==> src/rtl/block_datapath_if.sv <==
// Control strobes from the block-stacker controller and the pixel/status
// results returned by the datapath.
interface block_datapath_if;
    logic       reset_load;
    logic       reset_counter;
    logic       enable_counter;
    logic       ld_x;
    logic       ld_y;
    logic       row_up;
    logic       count_x_enable;
    logic       colour_erase_enable;
    logic [2:0] colour_in;
    logic [7:0] x_out;
    logic [6:0] y_out;
    logic [2:0] colour_out;
    logic       done_plot;
    logic       enable_erase;

    modport master (
        output reset_load, reset_counter, enable_counter, ld_x, ld_y, row_up,
               count_x_enable, colour_erase_enable, colour_in,
        input  x_out, y_out, colour_out, done_plot, enable_erase
    );

    modport slave (
        input  reset_load, reset_counter, enable_counter, ld_x, ld_y, row_up,
               count_x_enable, colour_erase_enable, colour_in,
        output x_out, y_out, colour_out, done_plot, enable_erase
    );
endinterface

==> src/rtl/block_datapath.sv <==
// Block-stacker datapath: holds the moving block position, raster-scans its
// pixels for the VGA adapter, bounces it between the screen edges and runs
// the frame-delay counter. All outputs are combinational.
module block_datapath #(
    parameter int BLOCK_W = 16,
    parameter int BLOCK_H = 4,
    parameter int X_MAX   = 160,
    parameter int START_Y = 116,
    parameter int DELAY   = 833333,
    parameter int DELAY_W = 20
) (
    input  logic            clk,
    input  logic            resetn,
    block_datapath_if.slave bus
);
    localparam int CX_W = (BLOCK_W > 1) ? $clog2(BLOCK_W) : 1;
    localparam int CY_W = (BLOCK_H > 1) ? $clog2(BLOCK_H) : 1;

    localparam logic [CX_W-1:0]    CX_LAST = CX_W'(BLOCK_W - 1);
    localparam logic [CY_W-1:0]    CY_LAST = CY_W'(BLOCK_H - 1);
    localparam logic [CX_W-1:0]    CX_ONE  = CX_W'(1);
    localparam logic [CY_W-1:0]    CY_ONE  = CY_W'(1);
    // Rightmost legal left edge: bx + BLOCK_W == X_MAX.
    localparam logic [7:0]         BX_LAST = 8'(X_MAX - BLOCK_W);
    localparam logic [6:0]         Y_START = 7'(START_Y);
    localparam logic [6:0]         Y_STEP  = 7'(BLOCK_H);
    localparam logic [DELAY_W-1:0] D_LAST  = DELAY_W'(DELAY - 1);
    localparam logic [DELAY_W-1:0] D_ONE   = DELAY_W'(1);

    logic [7:0]         bx;
    logic [6:0]         by;
    logic               dir;
    logic [CX_W-1:0]    cx;
    logic [CY_W-1:0]    cy;
    logic [DELAY_W-1:0] dcnt;

    logic load_rst;
    logic count_rst;

    assign load_rst  = !resetn || !bus.reset_load;
    assign count_rst = !resetn || !bus.reset_counter;

    // Block position and bounce direction; x and y steps may coincide.
    always_ff @(posedge clk) begin
        if (load_rst) begin
            bx  <= 8'd0;
            by  <= Y_START;
            dir <= 1'b0;
        end else begin
            if (bus.ld_x) begin
                if (!dir) begin
                    if (bx == BX_LAST) begin
                        dir <= 1'b1;
                        bx  <= bx - 8'd1;
                    end else begin
                        bx  <= bx + 8'd1;
                    end
                end else begin
                    if (bx == 8'd0) begin
                        dir <= 1'b0;
                        bx  <= 8'd1;
                    end else begin
                        bx  <= bx - 8'd1;
                    end
                end
            end
            if (bus.ld_y && bus.row_up) begin
                by <= (by >= Y_STEP) ? (by - Y_STEP) : 7'd0;
            end
        end
    end

    // Pixel raster; wraps to (0,0) after the last pixel so every pass starts clean.
    always_ff @(posedge clk) begin
        if (load_rst) begin
            cx <= '0;
            cy <= '0;
        end else if (bus.count_x_enable) begin
            if (cx == CX_LAST) begin
                cx <= '0;
                cy <= (cy == CY_LAST) ? '0 : (cy + CY_ONE);
            end else begin
                cx <= cx + CX_ONE;
            end
        end
    end

    // Frame-delay counter, saturating at its terminal count.
    always_ff @(posedge clk) begin
        if (count_rst) begin
            dcnt <= '0;
        end else if (bus.enable_counter && (dcnt < D_LAST)) begin
            dcnt <= dcnt + D_ONE;
        end
    end

    // Pixel address, colour and status strobes straight from state and inputs.
    always_comb begin
        bus.x_out        = bx + 8'(cx);
        bus.y_out        = by + 7'(cy);
        bus.colour_out   = bus.colour_erase_enable ? 3'b000 : bus.colour_in;
        bus.done_plot    = bus.count_x_enable && (cx == CX_LAST) && (cy == CY_LAST);
        bus.enable_erase = bus.enable_counter && (dcnt == D_LAST);
    end
endmodule
==> src/flat_wrapper.sv <==
// flat-port wrapper written by rule: the top's interface ports become plain ports
module block_datapath_flat 
#(
    parameter int BLOCK_W = 16,
    parameter int BLOCK_H = 4,
    parameter int X_MAX   = 160,
    parameter int START_Y = 116,
    parameter int DELAY   = 833333,
    parameter int DELAY_W = 20
)
  (clk, resetn, bus_reset_load, bus_reset_counter, bus_enable_counter, bus_ld_x, bus_ld_y, bus_row_up, bus_count_x_enable, bus_colour_erase_enable, bus_colour_in, bus_x_out, bus_y_out, bus_colour_out, bus_done_plot, bus_enable_erase);
  block_datapath_if bus_i ();
  input  logic clk;
  input  logic resetn;
  input wire logic [$bits(bus_i.reset_load)-1:0] bus_reset_load;
  input wire logic [$bits(bus_i.reset_counter)-1:0] bus_reset_counter;
  input wire logic [$bits(bus_i.enable_counter)-1:0] bus_enable_counter;
  input wire logic [$bits(bus_i.ld_x)-1:0] bus_ld_x;
  input wire logic [$bits(bus_i.ld_y)-1:0] bus_ld_y;
  input wire logic [$bits(bus_i.row_up)-1:0] bus_row_up;
  input wire logic [$bits(bus_i.count_x_enable)-1:0] bus_count_x_enable;
  input wire logic [$bits(bus_i.colour_erase_enable)-1:0] bus_colour_erase_enable;
  input wire logic [$bits(bus_i.colour_in)-1:0] bus_colour_in;
  output wire logic [$bits(bus_i.x_out)-1:0] bus_x_out;
  output wire logic [$bits(bus_i.y_out)-1:0] bus_y_out;
  output wire logic [$bits(bus_i.colour_out)-1:0] bus_colour_out;
  output wire logic [$bits(bus_i.done_plot)-1:0] bus_done_plot;
  output wire logic [$bits(bus_i.enable_erase)-1:0] bus_enable_erase;
  assign bus_i.reset_load = bus_reset_load;
  assign bus_i.reset_counter = bus_reset_counter;
  assign bus_i.enable_counter = bus_enable_counter;
  assign bus_i.ld_x = bus_ld_x;
  assign bus_i.ld_y = bus_ld_y;
  assign bus_i.row_up = bus_row_up;
  assign bus_i.count_x_enable = bus_count_x_enable;
  assign bus_i.colour_erase_enable = bus_colour_erase_enable;
  assign bus_i.colour_in = bus_colour_in;
  assign bus_x_out = bus_i.x_out;
  assign bus_y_out = bus_i.y_out;
  assign bus_colour_out = bus_i.colour_out;
  assign bus_done_plot = bus_i.done_plot;
  assign bus_enable_erase = bus_i.enable_erase;
  block_datapath #(.BLOCK_W(BLOCK_W), .BLOCK_H(BLOCK_H), .X_MAX(X_MAX), .START_Y(START_Y), .DELAY(DELAY), .DELAY_W(DELAY_W)) u_core (.clk(clk), .resetn(resetn), .bus(bus_i));
endmodule
==> config.mk <==
export PLATFORM = sky130hd
export DESIGN_NAME = block_datapath_flat
export DESIGN_NICKNAME = d
export VERILOG_FILES = /design/src/rtl/block_datapath_if.sv /design/src/rtl/block_datapath.sv /design/src/flat_wrapper.sv
export SDC_FILE = /design/constraint.sdc
export NUM_CORES = 1
export LEC_CHECK = 0
export CAP_MARGIN = 20
export CORE_ASPECT_RATIO = 0.8
export CORE_UTILIZATION = 55
export DETAILED_ROUTE_END_ITERATION = 6
export PLACE_DENSITY = 0.8
export SLEW_MARGIN = 25
export SYNTH_ARGS = -nofsm -noshare
export SYNTH_HDL_FRONTEND = slang
export SYNTH_SLANG_ARGS = --single-unit
==> constraint.sdc <==
create_clock -name clk -period 2.6 [get_ports clk]
set_input_delay 0.26 -clock clk [delete_from_list [all_inputs] [get_ports clk]]
set_output_delay 0.26 -clock clk [all_outputs]
set_load 0.05 [all_outputs]
* Yosys cells after proc, flatten, opt, wreduce, memory -nomap -nowiden
Index checks and enable logic that the tools add are counted.
Storage, ports and cells: bits in registers 42, bits in latches 0, memory bits (writable) 0, memory bits (read-only) 0, bits of input ports 13, output and inout bits 20, word-level logic and storage cells 42, memories 0
Operators by class: add/sub/neg operators 8, multiply operators 0, divide/modulo/power cells 0, order comparisons 2, equality and inequality tests 4, shift-type cells 0, multiplexer cells 10, bitwise operators 0, reductions and logical operators 12
Operators by type and width (count):
- 8-bit two-way mux | 3
- 20-bit by 1-bit adder with 20-bit output (second input constant) | 1
- 20-bit == test (second input constant) | 1
- 20-bit less-than comparator (second input constant) | 1
- 8-bit by 1-bit adder with 8-bit output (second input constant) | 1
- 8-bit by 4-bit adder with 8-bit output | 1
- 8-bit == test (second input constant) | 1
- 8-bit zero test | 1
- 8-bit by 1-bit subtractor with 8-bit output (second input constant) | 1
- 7-bit by 2-bit adder with 7-bit output | 1
- 7-bit by 3-bit greater-or-equal comparator with 1-bit output (second input constant) | 1
- 7-bit two-way mux | 1
- 7-bit by 3-bit subtractor with 7-bit output (second input constant) | 1
- 1-bit logical AND | 5
- 4-bit by 1-bit adder with 4-bit output (second input constant) | 1
- 4-bit == test (second input constant) | 1
- 4-bit two-way mux | 1
- 1-bit zero test | 3
- 1-bit two-way mux | 3
- 3-bit two-way mux | 1
- 2-bit by 1-bit adder with 2-bit output (second input constant) | 1
- 2-bit == test (second input constant) | 1
- 1-bit logical OR | 2
- 2-bit two-way mux | 1
- 2-bit AND reduction | 1

* Logic depth before layout (Yosys ltp)
Gate-level depths: netlist of the first run.
word-level depth 3, mapped depth 8, depth with buffers taken out 8

* Worst setup path before layout of the first run
OpenSTA, ideal clock, no wires.
kind register -> output, start point register u_core.dcnt[15], end point output port bus_enable_erase, arrival 2.882 ns, required time 2.340 ns, setup slack -0.542 ns, cell stages (with the launch flop) 5, path buffers 0, cells stage by stage dfxtp_1 > inv_1 > or3_1 > nor4_1 > nor4b_1
On the way: cells in the longest elaborated chain, start to end 2
Ends and longest elaborated chain:
- start: declaration | RTL line block_datapath.sv:35 | logic [DELAY_W-1:0] dcnt;
- start signal: assignment | RTL line block_datapath.sv:93 | dcnt <= dcnt + D_ONE;
- 20-bit == test | RTL line block_datapath.sv:103 | bus.enable_erase = bus.enable_counter && (dcnt == D_LAST);
- 1-bit logical AND | RTL line block_datapath.sv:103
- end: declaration | RTL line flat_wrapper.sv:28 | output wire logic [$bits(bus_i.enable_erase)-1:0] bus_enable_erase;
No other way between the ends.

* Worst setup path in the final report of the first run
start point register u_core.cx[1], end point output port bus_x_out[4]
On the way: cells in the longest elaborated chain, start to end 1
Ends and longest elaborated chain:
- start: declaration | RTL line block_datapath.sv:33 | logic [CX_W-1:0] cx;
- start signal: assignment | RTL line block_datapath.sv:83 | cx <= cx + CX_ONE;
- 8-bit by 4-bit adder with 8-bit output | RTL line block_datapath.sv:99 | bus.x_out = bx + 8'(cx);
- end: declaration | RTL line flat_wrapper.sv:24 | output wire logic [$bits(bus_i.x_out)-1:0] bus_x_out;
No other way between the ends.

==> results of run 1 <==
==> where the power goes <==
part	internal [mW]	switching (mW)
Sequential	0.615	0.00606
Clock	0.216	0.214
Combinational	0.0433	0.0634
Total	0.874	0.284
==> synthesized netlist by cell type (all sizes together), types with 3 or more instances <==
library cell   n  area [um^2]
inv           17         63.8
buf            5         23.8
o31ai          9         67.6
or3            9         56.3
ha            13          163
nor2          17         63.8
nor3          10         55.1
clkbuf        10         37.5
dfxtp         40          801
nor2b          8         50.1
or4           10         78.8
xor2           4         35.0
a21oi         30          150
nor4           3         18.8
nand3         11         60.1
nand4b         3         26.3
o21ai         21          105
mux2i          4         40.0
nand4          6         52.6
xnor2          4         35.0
o311ai         4         42.6
and2           4         25.0
and3           4         25.0
nand2         27          101
==> critical path, stage by stage, from the launching register on <==
cell	delay [ns]
sky130_fd_sc_hd__dfxtp_1	0.45
sky130_fd_sc_hd__inv_1	0.10
sky130_fd_sc_hd__fa_1	0.46
sky130_fd_sc_hd__nor2b_1	0.12
sky130_fd_sc_hd__o21ai_0	0.11
sky130_fd_sc_hd__nand2b_1	0.15
sky130_fd_sc_hd__buf_4	0.13
sky130_fd_sc_hd__xor2_1	0.23
sky130_fd_sc_hd__buf_12	0.17
==> sequential cells by signal, summed over array words and instances (netlist names) <==
name / count
u_core.dcnt: 20
u_core.bx: 8
u_core.by: 5
u_core.cx: 4
u_core.cy: 2
u_core.dir: 1
==> metal layers <==
| layer | share of wire, % | vias to the layer above | GRT usage (%) |
|---|---|---|---|
| li1 | - | 1186 | - |
| met1 | 49 | 1097 | 33.3 |
| met2 | 41 | 119 | 36.7 |
| met3 | 9.3 | 10 | 6.72 |
| met4 | 0.70 | 0 | 4.58 |
| met5 | 0 | - | 0 |
==> kinds of logic (layout without fill, tap and decap cells) <==
| group | Yosys count | count (layout) | synth area share (%) |
|---|---|---|---|
| adder cells (fa/ha/maj) | 14 | 14 | 7.38 |
| flip-flops | 40 | 40 | 32.3 |
| AND/OR/NAND/NOR | 122 | 122 | 28.0 |
| AO/OA/AOI/OAI | 85 | 85 | 22.3 |
| buffers and inverters | 32 | 61 | 5.05 |
| multiplexers | 5 | 5 | 2.07 |
| XOR/XNOR | 8 | 8 | 2.83 |
==> metrics by stage <==
| stage | utilization, % | hold slack, ns |
|---|---|---|
| detailed placement | 67.6 | 0.483 |
| CTS | 69.8 | 0.494 |
| global route | 70.5 | 0.520 |
| floorplan | - | 0.412 |
| global placement | 67.6 | 0.468 |
| finish | 70.5 | 0.489 |
==> what timing repair did <==
| action | in CTS | in global routing |
|---|---|---|
| gates resized for setup | 1 | 6 |
| hold buffers | 0 | 0 |
| buffers inserted | 0 | 1 |
| endpoints found under the setup margin | 1 | 1 |
==> worst min-delay path by stage <==
stage                  startpoint             end  slack, ns  depth (start not counted)
3_3_place_gp       u_core.dcnt[1]  u_core.dcnt[1]       0.47                          2
3_5_place_dp       u_core.dcnt[1]  u_core.dcnt[1]       0.48                          2
6_report           u_core.dcnt[1]  u_core.dcnt[1]       0.49                          2
4_1_cts            u_core.dcnt[1]  u_core.dcnt[1]       0.49                          2
2_1_floorplan  bus_count_x_enable    u_core.cx[1]       0.41                          2
5_1_grt            u_core.dcnt[1]  u_core.dcnt[1]       0.52                          2
==> area by class of cell <==
cell class | count | area share, %
tap | 57 | 2.38
sequential | 40 | 26.9
multi-input combinational | 234 | 52.4
clock inverter | 1 | 0.250
clock buffer | 7 | 2.88
timing repair buffer | 36 | 13.1
inverter | 17 | 2.13
==> results.json, run 1 <==
{
  "die-area_um2": 4780,
  "drt_first_iter_violations": 238,
  "antenna_found_initial": 0,
  "static-leakage-power_nw": 1.04,
  "via_per_inst": 6.15,
  "antenna_violating_nets_post_route": 0,
  "cp_max_fo": 6,
  "cap_violations": 0,
  "synth-edff-count": 0,
  "critical_path_class": "reg2out",
  "fillCellCount": 361,
  "area_used_by_multi_input_combinational_logic_um2": 1570,
  "endpoint_kind": "output port",
  "cp.arrival_ns": 2.21,
  "detailedRoute.firstPassIterationCount": 5,
  "first_pass_grt_wire_length_um": 8970,
  "hpwlAfterDp_um": 3970,
  "via_count_of_the_first_global_routing_pass": 1953,
  "avgSynthCellArea_um2": 8.09,
  "slew_hr_pct": 49.2,
  "timing.critical_path.from": "u_core.cx[1]",
  "routed_wl_um": 5560,
  "io-pin-count": 33,
  "status": "complete, no violations",
  "fp.dieH_um": 62.0,
  "synthesis.yosys.warnings": 0,
  "final.setup.worst_slack_ns": 0.125,
  "seq_area_um2": 808,
  "min_tclk_post_route_ns": 2.47,
  "cts_max_level": 2,
  "clock_insertion_delay_worst_skew_ns": 0.29,
  "io_buffers": 32,
  "asyncSetResetFlopFracSynth_pct": 0,
  "groute.usage.overall_pct": 23.7,
  "finalWeightedCongestion": 0.887,
  "cp_data_required_time_ns": 2.34,
  "final.period_utilization_pct": 95.2,
  "area_delta_synth_final_pct": 21.2,
  "critical_path.endpoint": "bus_x_out[4]",
  "yosys_most_used_dff": "sky130_fd_sc_hd__dfxtp_1",
  "tritoncts_num_sinks": 40,
  "crit-reg2reg-capture": "u_core.bx[2]",
  "mappedNetlistNets": 333,
  "final_common_cell": "sky130_fd_sc_hd__dfxtp_1",
  "cts-buffers-inserted": 5,
  "setup_repair_after_global_routing_missed_its_margin": "no",
  "syn_area_um2": 2480,
  "layout-drive-gt1-share_pct": 10.7,
  "ys_seq_elements": 40,
  "power_mw": 1.16,
  "tritoncts": "done",
  "rows": 21,
  "final_cell_mix": "sky130_fd_sc_hd__dfxtp_1, sky130_fd_sc_hd__a21oi_1, sky130_fd_sc_hd__nand2_1",
  "syn_inst_count": 306,
  "core_area_um2": 4260,
  "layout.cells.non_filler": 392,
  "final-max-slew-violation-count": 0,
  "worst_hold_path_type": "reg2reg",
  "pin_count_of_the_biggest_net_entering_global_routing": 18,
  "setup_viol_count_final": 0,
  "ys_seq_area_share_pct": 32.3,
  "ys_types": 56,
  "power_density_nw_per_um2": 386,
  "max_freq_mhz": 404,
  "initial_utilization_pct": 58.2,
  "postLayoutCellArea_um2": 3000,
  "routed_wire_length_per_instance_um": 14.2,
  "regToRegSetupSlack_ns": 0.34,
  "finalClockSkew_ns": 0.00940,
  "clk_transition_reported_paths_ns": 0.08,
  "timing.setup.tns_ns": 0,
  "layout.nets": 361,
  "timing_hold_violations_final": 0,
  "critical_path.reg2reg.startpoint": "u_core.bx[1]",
  "crit_path_start_kind": "flip-flop",
  "max-vdd-ir-drop_v": 0.000304,
  "tightest_slew_ns": 0.752,
  "placement.setup.worst_slack_ns": 0.311,
  "placed_cell_area_um2": 2880,
  "cts_max_path_buffers": 2,
  "dpl.cell_count": 383,
  "remaining_drc_errors": 0,
  "vias": 2412,
  "number_of_cell_instances_on_the_worst_register_to_register_path": 7,
  "globalRouteOverflowTotal": 0,
  "clk_root_buffer_cell": "sky130_fd_sc_hd__clkbuf_8",
  "ant_diodes": 0,
  "die_width_um": 77.0
}
Power figures use the tool's default switching activity.
==> run 2: changes to the inputs <==
--- a/config.mk
+++ b/config.mk
@@ -10,6 +10,7 @@
 export CORE_UTILIZATION = 55
 export DETAILED_ROUTE_END_ITERATION = 6
 export PLACE_DENSITY = 0.8
+export SKIP_CTS_REPAIR_TIMING = 1
 export SLEW_MARGIN = 25
 export SYNTH_ARGS = -nofsm -noshare
 export SYNTH_HDL_FRONTEND = slang
==> results of run 2 <==
The final DEF is identical to that of run 1; final timing and power are the same.
==> run 3: changes to the inputs <==
--- a/config.mk
+++ b/config.mk
@@ -7,9 +7,9 @@
 export LEC_CHECK = 0
 export CAP_MARGIN = 20
 export CORE_ASPECT_RATIO = 0.8
-export CORE_UTILIZATION = 55
+export CORE_UTILIZATION = 59
 export DETAILED_ROUTE_END_ITERATION = 6
-export PLACE_DENSITY = 0.8
+export PLACE_DENSITY = 0.85
 export SKIP_CTS_REPAIR_TIMING = 1
 export SLEW_MARGIN = 25
 export SYNTH_ARGS = -nofsm -noshare
==> constraint.sdc (replaced) <==
create_clock -name clk -period 3 [get_ports clk]
set_input_delay 0.3 -clock clk [delete_from_list [all_inputs] [get_ports clk]]
set_output_delay 0.3 -clock clk [all_outputs]
set_load 0.05 [all_outputs]
==> run 3 against run 2 <==
  * Global-route usage rose by 3.8 points
  * Hold slack improved by 0.0030 ns
  * Largest power group unchanged
  * Register-to-register slack improved by 0.38 ns
  * Die area fell by 6.6%
  * Highest routed layer unchanged
  * Cell count fell by 1.3%
  * Wire length rose by 1.3%
  * Critical path depth fell by 3
==> results.json, run 3 (same netlist as run 1, synthesis figures left out) <==
{
  "tritoncts_num_sinks": 40,
  "via_count_of_the_first_global_routing_pass": 2091,
  "status": "complete, no violations",
  "critPathBufInv": 1,
  "core_area_um2": 3900,
  "routed_wire_length_per_instance_um": 14.6,
  "layout-drive-gt1-share_pct": 7.23,
  "io-pin-count": 33,
  "drt_first_iter_violations": 230,
  "die_width_um": 74.4,
  "clk_transition_reported_paths_ns": 0.08,
  "rows": 20,
  "setup_repair_after_global_routing_missed_its_margin": "no",
  "worstPathCellList": "ha_1 > a21o_1 > a21oi_1 > xnor2_1 > clkdlybuf4s50_1",
  "cell_with_the_biggest_individual_delay_on_the_critical_path": "sky130_fd_sc_hd__clkdlybuf4s50_1",
  "largest_regs": "u_core.dcnt: 20 flops, u_core.bx: 8 flops, u_core.by: 5 flops",
  "max_freq_mhz": 369,
  "vias": 2375,
  "worst_hold_path_type": "reg2reg",
  "final.period_utilization_pct": 90.3,
  "regToRegSetupSlack_ns": 0.72,
  "routed_wl_um": 5640,
  "final.setup.worst_slack_ns": 0.292,
  "first_pass_grt_wire_length_um": 9380,
  "tightest_slew_ns": 0.934,
  "finalClockSkew_ns": 0.00995,
  "power_mw": 1.09,
  "max-vdd-ir-drop_v": 0.000215,
  "kind_of_cell_adding_the_most_delay_to_the_critical_path": "buffers and inverters",
  "detailedRoute.firstPassIterationCount": 4,
  "final-max-slew-violation-count": 0,
  "critical_path_class": "reg2out",
  "clk_root_buffer_cell": "sky130_fd_sc_hd__clkbuf_8",
  "holdWs_ns": 0.492,
  "groute.usage.overall_pct": 27.5,
  "layout.nets": 358,
  "cts_max_path_buffers": 2,
  "cts_max_level": 2,
  "min_tclk_post_route_ns": 2.71,
  "finalWeightedCongestion": 0.880,
  "via_per_inst": 6.14,
  "slew_hr_pct": 37.5,
  "static-leakage-power_nw": 1.07,
  "power_density_nw_per_um2": 372,
  "max_ffs_per_register": 20,
  "dpl.cell_count": 379,
  "timing_hold_violations_final": 0,
  "cp_max_fo": 6,
  "cap_violations": 0,
  "crit_path_start_kind": "flip-flop",
  "largest_register": "u_core.dcnt",
  "globalRouteOverflowTotal": 0,
  "hpwlAfterDp_um": 4040,
  "endpoint_kind": "output port",
  "pin_count_of_the_biggest_net_entering_global_routing": 18,
  "io_buffers": 32,
  "max_stage_delay_ns": 0.82,
  "placement.setup.worst_slack_ns": 0.342,
  "cts-buffers-inserted": 5,
  "final_common_cell": "sky130_fd_sc_hd__dfxtp_1",
  "remaining_drc_errors": 0,
  "antenna_violating_nets_post_route": 0,
  "antenna_found_initial": 0,
  "area_delta_synth_final_pct": 18.8,
  "tritoncts": "done",
  "timing.setup.tns_ns": 0,
  "die-area_um2": 4460,
  "layout.cells.non_filler": 387,
  "cp.arrival_ns": 2.41,
  "clock_insertion_delay_worst_skew_ns": 0.29,
  "final_cell_mix": "sky130_fd_sc_hd__dfxtp_1, sky130_fd_sc_hd__a21oi_1, sky130_fd_sc_hd__nand2_1, sky130_fd_sc_hd__clkdlybuf4s50_1, sky130_fd_sc_hd__o21ai_0",
  "ant_diodes": 0,
  "fp.dieH_um": 59.9,
  "cp_data_required_time_ns": 2.70,
  "setup_viol_count_final": 0,
  "initial_utilization_pct": 63.4
}
==> run 3: cell count changes in the layout (fill, tap and decap cells not counted) <==
cell and change:
sky130_fd_sc_hd__buf_12 -5, sky130_fd_sc_hd__buf_4 -4, sky130_fd_sc_hd__clkdlybuf4s50_1 +3, sky130_fd_sc_hd__dlymetal6s2s_1 +3, sky130_fd_sc_hd__dfxtp_1 +2, sky130_fd_sc_hd__dfxtp_4 -2, sky130_fd_sc_hd__bufinv_16 +1, sky130_fd_sc_hd__clkbuf_1 -1
sky130_fd_sc_hd__clkinv_4 +1, sky130_fd_sc_hd__clkinvlp_4 -1, sky130_fd_sc_hd__nor2b_1 +1, sky130_fd_sc_hd__nor2b_4 -1, sky130_fd_sc_hd__xor2_1 +1, sky130_fd_sc_hd__xor2_2 -1
==> run 3: routing by layer <==
layer,global-route usage (%),up-vias,share of wire (%)
met4,8.36,0,0.62
li1,-,1181,-
met1,38.9,1094,47
met3,6.41,4,8.2
met2,41.6,96,44
met5,0,-,0
==> run 3: final timing paths <==
| path | start | end | depth (start not counted) |
|---|---|---|---|
| setup / recovery | u_core.cx[1] | bus_x_out[3] | 5 |
| hold / removal | u_core.dcnt[1] | u_core.dcnt[1] | 2 |
| setup reg to reg | u_core.dcnt[8] | u_core.dcnt[13] | 5 |
| hold reg to reg | u_core.dcnt[1] | u_core.dcnt[1] | 2 |
==> run 3: metrics by stage <==
stage                     utilization (%)  cell area, um^2
after floorplan                         -             2480
after global placement               72.1             2810
after detailed placement             72.1             2810
after CTS                            75.2             2930
after global routing                 75.4             2940
final                                75.4             2940
==> run 3: worst reg2reg max path, delay by kind of cell (launching register included) <==
kind / cells / cell delay, ns
compound gates: 4 / 1.62
flops: 1 / 0.41
simple gates: 1 / 0.17
==> run 3: cell type report <==
cell class	count	area [um^2]
repair buffers	33	330
flip-flops and latches	40	801
clock buffers	6	82.6
inverters	17	63.8
clock inverters	2	38.8
fillers	309	962
multi-input cells	234	1560
well taps	55	68.8
==> run 3: where the power goes <==
part	switching (mW)	total [mW]	leakage (nW)	internal, mW
Sequential	0.00533	0.539	0.323	0.534
Clock	0.191	0.463	0.0614	0.272
Combinational	0.0558	0.0926	0.689	0.0368
